===== src/rtl/fft_stage_controller.sv =====
// -----------------------------------------------------------------------------
// fft_stage_controller
//
// Sequencing controller for a 32-point radix-2 FFT built from a 16-butterfly
// bank. One transform runs as: load 32 samples, run 5 butterfly stages
// (launch, wait for results, write back), unload 32 results, pulse done.
// All outputs decode from the registered state and counters; load_en
// additionally qualifies the LOAD state with in_valid.
//
// Ports
//   clk          rising-edge clock
//   rst_n        synchronous active-low reset
//   start        request one transform (sampled only in IDLE)
//   in_valid     input sample present on the external sample bus
//   in_ready     controller accepts a sample this cycle (LOAD)
//   load_en      sample bank write enable (in_valid & in_ready)
//   load_idx     sample bank write index 0..31
//   twiddle_addr twiddle ROM stage select 0..4
//   stage_en     one-cycle launch pulse to the butterfly bank
//   bf_valid     butterfly bank results valid
//   wb_en        one-cycle write-back of butterfly results
//   out_valid    result at out_idx is available (UNLOAD)
//   out_ready    downstream consumes the result this cycle
//   out_idx      result register index 0..31
//   busy         high in every state except IDLE
//   done         one-cycle pulse at end of transform
// -----------------------------------------------------------------------------
module fft_stage_controller (
  input  logic       clk,
  input  logic       rst_n,
  input  logic       start,
  input  logic       in_valid,
  output logic       in_ready,
  output logic       load_en,
  output logic [4:0] load_idx,
  output logic [2:0] twiddle_addr,
  output logic       stage_en,
  input  logic       bf_valid,
  output logic       wb_en,
  output logic       out_valid,
  input  logic       out_ready,
  output logic [4:0] out_idx,
  output logic       busy,
  output logic       done
);

  localparam logic [4:0] LAST_SAMPLE = 5'd31;
  localparam logic [2:0] LAST_STAGE  = 3'd4;

  typedef enum logic [2:0] {
    S_IDLE   = 3'd0,
    S_LOAD   = 3'd1,
    S_ISSUE  = 3'd2,
    S_WAIT   = 3'd3,
    S_WB     = 3'd4,
    S_UNLOAD = 3'd5,
    S_DONE   = 3'd6
  } state_t;

  state_t     state, state_nx;
  logic [4:0] sample_cnt, sample_nx;
  logic [2:0] stage_cnt, stage_nx;

  always_ff @(posedge clk) begin
    if (!rst_n) begin
      state      <= S_IDLE;
      sample_cnt <= '0;
      stage_cnt  <= '0;
    end else begin
      state      <= state_nx;
      sample_cnt <= sample_nx;
      stage_cnt  <= stage_nx;
    end
  end

  // Terminal counter values force the state exit, so neither counter wraps.
  // The sample counter is returned to 0 on leaving LOAD and UNLOAD, which
  // keeps both index outputs at 0 in every other state.
  always_comb begin
    state_nx  = state;
    sample_nx = sample_cnt;
    stage_nx  = stage_cnt;
    case (state)
      S_IDLE: begin
        if (start) begin
          state_nx  = S_LOAD;
          sample_nx = '0;
        end
      end
      S_LOAD: begin
        if (in_valid) begin
          if (sample_cnt == LAST_SAMPLE) begin
            state_nx  = S_ISSUE;
            sample_nx = '0;
            stage_nx  = '0;
          end else begin
            sample_nx = sample_cnt + 5'd1;
          end
        end
      end
      S_ISSUE: state_nx = S_WAIT;
      S_WAIT: begin
        if (bf_valid) state_nx = S_WB;
      end
      S_WB: begin
        if (stage_cnt == LAST_STAGE) begin
          state_nx = S_UNLOAD;
          stage_nx = '0;
        end else begin
          state_nx = S_ISSUE;
          stage_nx = stage_cnt + 3'd1;
        end
      end
      S_UNLOAD: begin
        if (out_ready) begin
          if (sample_cnt == LAST_SAMPLE) begin
            state_nx  = S_DONE;
            sample_nx = '0;
          end else begin
            sample_nx = sample_cnt + 5'd1;
          end
        end
      end
      S_DONE:  state_nx = S_IDLE;
      default: begin
        state_nx  = S_IDLE;
        sample_nx = '0;
        stage_nx  = '0;
      end
    endcase
  end

  always_comb begin
    in_ready     = 1'b0;
    load_en      = 1'b0;
    load_idx     = '0;
    twiddle_addr = '0;
    stage_en     = 1'b0;
    wb_en        = 1'b0;
    out_valid    = 1'b0;
    out_idx      = '0;
    busy         = (state != S_IDLE);
    done         = 1'b0;
    case (state)
      S_LOAD: begin
        in_ready = 1'b1;
        load_en  = in_valid;
        load_idx = sample_cnt;
      end
      S_ISSUE: begin
        stage_en     = 1'b1;
        twiddle_addr = stage_cnt;
      end
      S_WAIT: twiddle_addr = stage_cnt;
      S_WB: begin
        wb_en        = 1'b1;
        twiddle_addr = stage_cnt;
      end
      S_UNLOAD: begin
        out_valid = 1'b1;
        out_idx   = sample_cnt;
      end
      S_DONE:  done = 1'b1;
      default: ;
    endcase
  end

endmodule


===== config.mk =====
export PLATFORM = sky130hd
export DESIGN_NAME = fft_stage_controller
export DESIGN_NICKNAME = d
export VERILOG_FILES = /design/src/rtl/fft_stage_controller.sv
export SDC_FILE = /design/constraint.sdc
export NUM_CORES = 1
export LEC_CHECK = 0
export ABC_AREA = 1
export CAP_MARGIN = 0
export CORE_MARGIN = 1.5
export CORE_UTILIZATION = 40
export DETAILED_ROUTE_END_ITERATION = 10
export GPL_TIMING_DRIVEN = 0
export HOLD_SLACK_MARGIN = 0.15
export PLACE_DENSITY = 0.67
export SLEW_MARGIN = 20
export SYNTH_ARGS = -nofsm -noshare
export SYNTH_HDL_FRONTEND = slang
export SYNTH_SLANG_ARGS = --single-unit

===== constraint.sdc =====
create_clock -name clk -period 3.5 [get_ports clk]
set_clock_uncertainty 0.2 [all_clocks]
set_input_delay 0.7 -clock clk [delete_from_list [all_inputs] [get_ports clk]]
set_output_delay 0.7 -clock clk [all_outputs]
set_load 0.05 [all_outputs]

==> results of run 1 <==
sequential cells by signal, summed over array words and instances (netlist names):
register,count
sample_cnt,5
stage_cnt,3
state,3
cell families (layout without fill, tap and decap cells):
kind of cell    count (synthesis)  count (layout)  synth area share, %
compound gates                 10              10                6.026
simple gates                   95              95                50.50
flops                          11              11                25.25
fa+ha+maj                       4               4                5.739
buf+inv                        26              55                12.48
cell type report:
type / instances / area (sq um)
tap: 27 / 33.78
multi-input combinational: 109 / 543.0
inverter: 24 / 90.09
buffer: 2 / 18.77
fill: 190 / 819.5
sequential: 11 / 220.2
clock buffer: 4 / 26.28
timing repair buffer: 25 / 250.2
worst min path at each step:
stage                   from             to  slack (ns)
2_1_floorplan  sample_cnt[3]  sample_cnt[3]        0.25
3_3_place_gp    stage_cnt[0]   stage_cnt[0]        0.27
3_5_place_dp   sample_cnt[3]  sample_cnt[3]        0.28
4_1_cts        sample_cnt[3]  sample_cnt[3]        0.29
5_1_grt        sample_cnt[3]  sample_cnt[3]        0.31
6_report        stage_cnt[0]   stage_cnt[0]        0.29
worst max-delay path, stage by stage (launching register included):
cell	delay, ns
dfxtp_1	0.46
inv_2	0.12
nor2_8	0.16
inv_1	0.10
nor2_1	0.15
inv_1	0.11
nor2_1	0.10
clkdlybuf4s50_1	0.81
layer usage:
layer | track usage, % | share of wire, %
met1 | 21.68 | 47
met2 | 30.22 | 47
met3 | 6.970 | 5.0
met4 | 4.167 | 0.75
met5 | 0 | 0
power by group:
| group | leakage [uW] | switching, uW | internal [uW] |
|---|---|---|---|
| Clock | 0.0000150 | 42.6 | 44.1 |
| Combinational | 0.000419 | 457 | 217 |
| Sequential | 0.0000900 | 28.1 | 156 |
cells in the final DEF, fill, tap and decap left out, drive strengths merged:
| cell | count |
|---|---|
| nand3 | 9 |
| clkbuf | 4 |
| nand2 | 42 |
| clkdlybuf4s50 | 25 |
| nand3b | 1 |
| buf | 2 |
| clkinv | 1 |
| nor2 | 39 |
| o22ai | 2 |
| o21ai | 2 |
| dfxtp | 11 |
| a21oi | 6 |
| nand4 | 2 |
| or2 | 2 |
| inv | 23 |
| ha | 4 |
metrics by stage:
stage,worst slack (ns),util (%)
2_1_floorplan,0.2786,-
3_3_place_gp,0.3840,57.75
3_5_place_dp,0.3956,57.75
4_1_cts,0.3096,59.06
5_1_grt,0.1653,59.06
6_report,0.3231,59.06
==> run_results.csv, run 1 <==
group,metric,value,unit
sta,setup_viol,0,
sta,hold_viol_final,0,
floorplan,std_cell_rows,16,
clock_tree,numCtsBuffers,3,
sta,worst_slew_pin_slew,0.5003,ns
clock_tree,cts_sinks,11,
global_routing,gr-usage-all-layers,18.05,%
floorplan,die_area,2469,sq um
final_layout,area_growth,35.58,%
synth,syn_inst,146,
synth,synthesis.nets,156,
final_layout,layout-drive-gt1-share,11.43,%
synth,synth_top_flop_cell,"dfxtp_1",
synth,ys_types,22,
detailed_routing,drcViolationCount,0,
placed_design,port-buffer-count,25,
clock_tree,cts_tree,"yes",
final_layout,nets,186,
clock_tree,worstSkewPairLatency,0.27,ns
critical_path,reg2reg_depth,11,
synth,synth_top_area_share,25.25,%
floorplan,core_area,2002,sq um
synth,yosys_register_bits,11,
placed_design,gp_congestion,0.8041,
pwr,peakVddDrop,0.3988,mV
sta,period_share,90.77,%
placed_design,dp_cells,198,
synth,yosysSeqAreaShare,25.25,%
sta,setup_tns,0,ns
global_routing,antenna_found_initial,0,
synth,synth_warnings,0,
placed_design,place_area,1156,sq um
critical_path,timing.rr.end,"state[0]",
synth,synth_common_cells,"38 x nand2_1, 35 x nor2_1, 20 x inv_1, 11 x dfxtp_1, 7 x nand3_1",
clock_tree,root_buffer,"clkbuf_4",
detailed_routing,totalWireLength,1.999,mm
run,maxCapViolCount,0,
synth,yosys-top-cells-area,"dfxtp_1 25%, nand2_1 16%, nor2_1 15%",
synth,yosysTopAreaCell,"dfxtp_1",
critical_path,end_kind,"primary output",
sta,slew_violations,0,
detailed_routing,vias,947,
worst_hold_path,hold_class,"register to register",
synth,syn-cell-area,872.1,sq um
sta,grt_setup_unrepaired,"no",
global_routing,grt_max_degree,11,
global_routing,grt_overflow_total,0,
critical_path,cp_max_fo,8,
sta,fin_hold_ws,0.2876,ns
placed_design,place_hpwl,1.595,mm
sta,period_minus_slack,3.177,ns
final_layout,finalNonFillerCells,202,
critical_path,cp_data_arrival_time,2.28,ns
detailed_routing,vias_per_cell,4.688,
global_routing,grt_pass1_wl,3.436,mm
critical_path,regToRegSetupSlack,1.66,ns
worst_hold_path,holdPathStages,2,
critical_path,endpoint,"load_idx[0]",
synth,synthArstFlopShare,0,%
sta,max_clock_freq,0.3148,GHz
detailed_routing,first_pass_iters,4,
critical_path,required,2.60,ns
final_layout,fin_area,1182,sq um
synth,avgSynthCellArea,5.973,sq um
sta,slew_headroom,66.54,%
final_layout,antenna-diode-count,0,
clock_tree,holdBufCountCts,0,
pwr,p_leak,0.0005237,uW
detailed_routing,drtIter0Drc,25,
detailed_routing,wl_per_cell,9.896,um
floorplan,die_w,49.69,um
status,status,"completed",
detailed_routing,ant_nets,0,
critical_path,crit_start,"state[0]",
pwr,p_total,945.1,uW
critical_path,r2r_start,"sample_cnt[1]",
critical_path,critPathKind,"register to primary output",
clock_tree,cts.clk_slew.worst_paths,0.07,ns
pwr,power.density,799.3,nW/um^2
floorplan,io_pins,26,
global_routing,first_global_vias,837,
synth,synth_edf_count,0,
clock_tree,cts_resized,0,
synth,synth.most_common_cell,"nand2_1",
floorplan,chipHeight,49.69,um
clock_tree,post_cts_buffers,0,
clock_tree,h-tree-depth,1,
critical_path,cp-start-kind,"register",
floorplan,start_util,43.56,%
clock_tree,cts.path.max_buffers,2,
(Power assumes the default switching activity.)
==> run 2, diff against run 1 <==
--- a/config.mk
+++ b/config.mk
@@ -7,12 +7,13 @@
 export LEC_CHECK = 0
 export ABC_AREA = 1
 export CAP_MARGIN = 0
-export CORE_MARGIN = 1.5
+export CORE_MARGIN = 4
 export CORE_UTILIZATION = 40
 export DETAILED_ROUTE_END_ITERATION = 10
+export DONT_BUFFER_PORTS = 1
 export GPL_TIMING_DRIVEN = 0
-export HOLD_SLACK_MARGIN = 0.15
-export PLACE_DENSITY = 0.67
+export HOLD_SLACK_MARGIN = 0.1
+export PLACE_DENSITY = 0.51
 export SLEW_MARGIN = 20
 export SYNTH_ARGS = -nofsm -noshare
 export SYNTH_HDL_FRONTEND = slang
==> run 2 against run 1 <==
- critical endpoint is now load_idx[4]
- count of clock-buffer cells in the layout is the same
- combinational power shrank 10%
- clock power shrank 1%
==> run_results.csv, run 2 (synthesis results as in run 1) <==
group,metric,value,unit
critical_path,critPathKind,"register to primary output",
final_layout,area_growth,7.174,%
critical_path,regToRegSetupSlack,1.65,ns
floorplan,chipHeight,54.69,um
clock_tree,holdBufCountCts,0,
floorplan,io_pins,26,
final_layout,layout-drive-gt1-share,14.00,%
clock_tree,post_cts_buffers,0,
sta,slew_violations,0,
final_layout,reg.largest.list,"sample_cnt x5, stage_cnt x3, state x3",
run,maxCapViolCount,0,
floorplan,die_area,2991,sq um
detailed_routing,vias,860,
global_routing,first_global_vias,723,
final_layout,largest_reg_flops,5,
critical_path,cp-start-kind,"register",
final_layout,nets,161,
placed_design,place_hpwl,1.570,mm
critical_path,end_kind,"primary output",
sta,hold_viol_final,0,
worst_hold_path,hold_class,"register to register",
floorplan,std_cell_rows,16,
sta,worst_slew_pin_slew,0.9091,ns
clock_tree,cts.path.max_buffers,2,
global_routing,grt_max_degree,11,
clock_tree,worstSkewPairLatency,0.27,ns
final_layout,final_common_cell,"nand2_1",
detailed_routing,drcViolationCount,0,
detailed_routing,vias_per_cell,4.859,
placed_design,port-buffer-count,0,
critical_path,timing.rr.end,"state[2]",
final_layout,antenna-diode-count,0,
pwr,power.density,937.8,nW/um^2
clock_tree,h-tree-depth,1,
placed_design,dp_cells,173,
detailed_routing,ant_nets,0,
sta,max_clock_freq,0.2921,GHz
sta,slew_headroom,39.17,%
sta,grt_setup_unrepaired,"yes",
sta,period_share,97.83,%
clock_tree,numCtsBuffers,3,
floorplan,die_w,54.69,um
critical_path,r2r_start,"sample_cnt[0]",
clock_tree,cts.clk_slew.worst_paths,0.07,ns
global_routing,antenna_found_initial,0,
placed_design,gp_congestion,0.8120,
final_layout,mostFrequentLayoutCells,"38 x nand2_1, 34 x nor2_1, 20 x inv_1",
critical_path,crit_start,"state[0]",
clock_tree,cts_tree,"yes",
global_routing,grt_overflow_total,0,
global_routing,gr-usage-all-layers,14.88,%
pwr,peakVddDrop,0.3728,mV
critical_path,endpoint,"load_idx[4]",
floorplan,core_area,2022,sq um
critical_path,cp_max_fo,8,
final_layout,final_util,46.23,%
status,status,"completed",
critical_path,required,2.60,ns
floorplan,start_util,43.13,%
sta,period_minus_slack,3.424,ns
clock_tree,root_buffer,"clkbuf_4",
clock_tree,cts_resized,1,
detailed_routing,first_pass_iters,4,
clock_tree,cts_sinks,11,
pwr,p_leak,0.0004348,uW
critical_path,cp_data_arrival_time,2.52,ns
global_routing,grt_pass1_wl,3.180,mm
critical_path,reg2reg_depth,11,
detailed_routing,wl_per_cell,11.03,um
final_layout,finalNonFillerCells,177,
final_layout,regMostFlops,"sample_cnt",
sta,setup_viol,0,
detailed_routing,totalWireLength,1.953,mm
detailed_routing,drtIter0Drc,16,
==> run 2: cell types whose count changed in the layout (fill, tap and decap cells not counted) <==
cell	previous run	this run
clkdlybuf4s50_1	25	0
nor2_1	35	34
nor2_2	1	2
==> run 2: per-stage QoR <==
step                cell area, sq um  power [uW]  setup slack [ns]  hold WS, ns  TNS (ns)
floorplan                      872.1       708.7            0.2786       0.2518         0
global placement               905.9       788.4           0.06333       0.2723         0
detailed placement             905.9       790.9           0.04789       0.2749         0
CTS                            934.6       884.9           0.05992       0.2857         0
global route                   934.6       965.9          -0.09075       0.3031   -0.4274
finish                         934.6       876.5           0.07594       0.2816         0
==> run 2: report_power, final <==
group	internal, uW	switching [uW]	leakage, uW
logic	153	452	0.000330
registers	156	29.1	0.0000900
clock network	44.1	41.8	0.0000150
==> run 2: area by class of cell <==
cell class,count,area (sq um)
fillers,242,1087
multi-input cells,109,545.5
flip-flops and latches,11,220.2
inverters,24,90.09
well taps,27,33.78
clock buffers,4,26.28
plain buffers,2,18.77
==> run 2: worst min-delay path by stage <==
stage | from | endpoint | slack (ns) | cells past startpoint
final | stage_cnt[0] | stage_cnt[0] | 0.28 | 2
after global routing | stage_cnt[0] | stage_cnt[0] | 0.30 | 2
after CTS | stage_cnt[0] | stage_cnt[0] | 0.29 | 2
after detailed placement | stage_cnt[0] | stage_cnt[0] | 0.27 | 2
after global placement | stage_cnt[0] | stage_cnt[0] | 0.27 | 2
after floorplan | sample_cnt[3] | sample_cnt[3] | 0.25 | 2
==> run 2: metal layers <==
| layer | track usage (%) | part of all wire, % |
|---|---|---|
| met1 | 18.31 | 44 |
| met2 | 23.62 | 49 |
| met3 | 6.267 | 6.6 |
| met4 | 3.734 | 0.51 |
| met5 | 0 | 0 |
==> run 2: critical path, stage by stage (launching register included) <==
cell,delay (ns)
dfxtp_1,0.46
inv_2,0.12
nor2_8,0.16
inv_1,0.11
nor2_2,0.47
inv_1,0.20
nor2_1,0.72
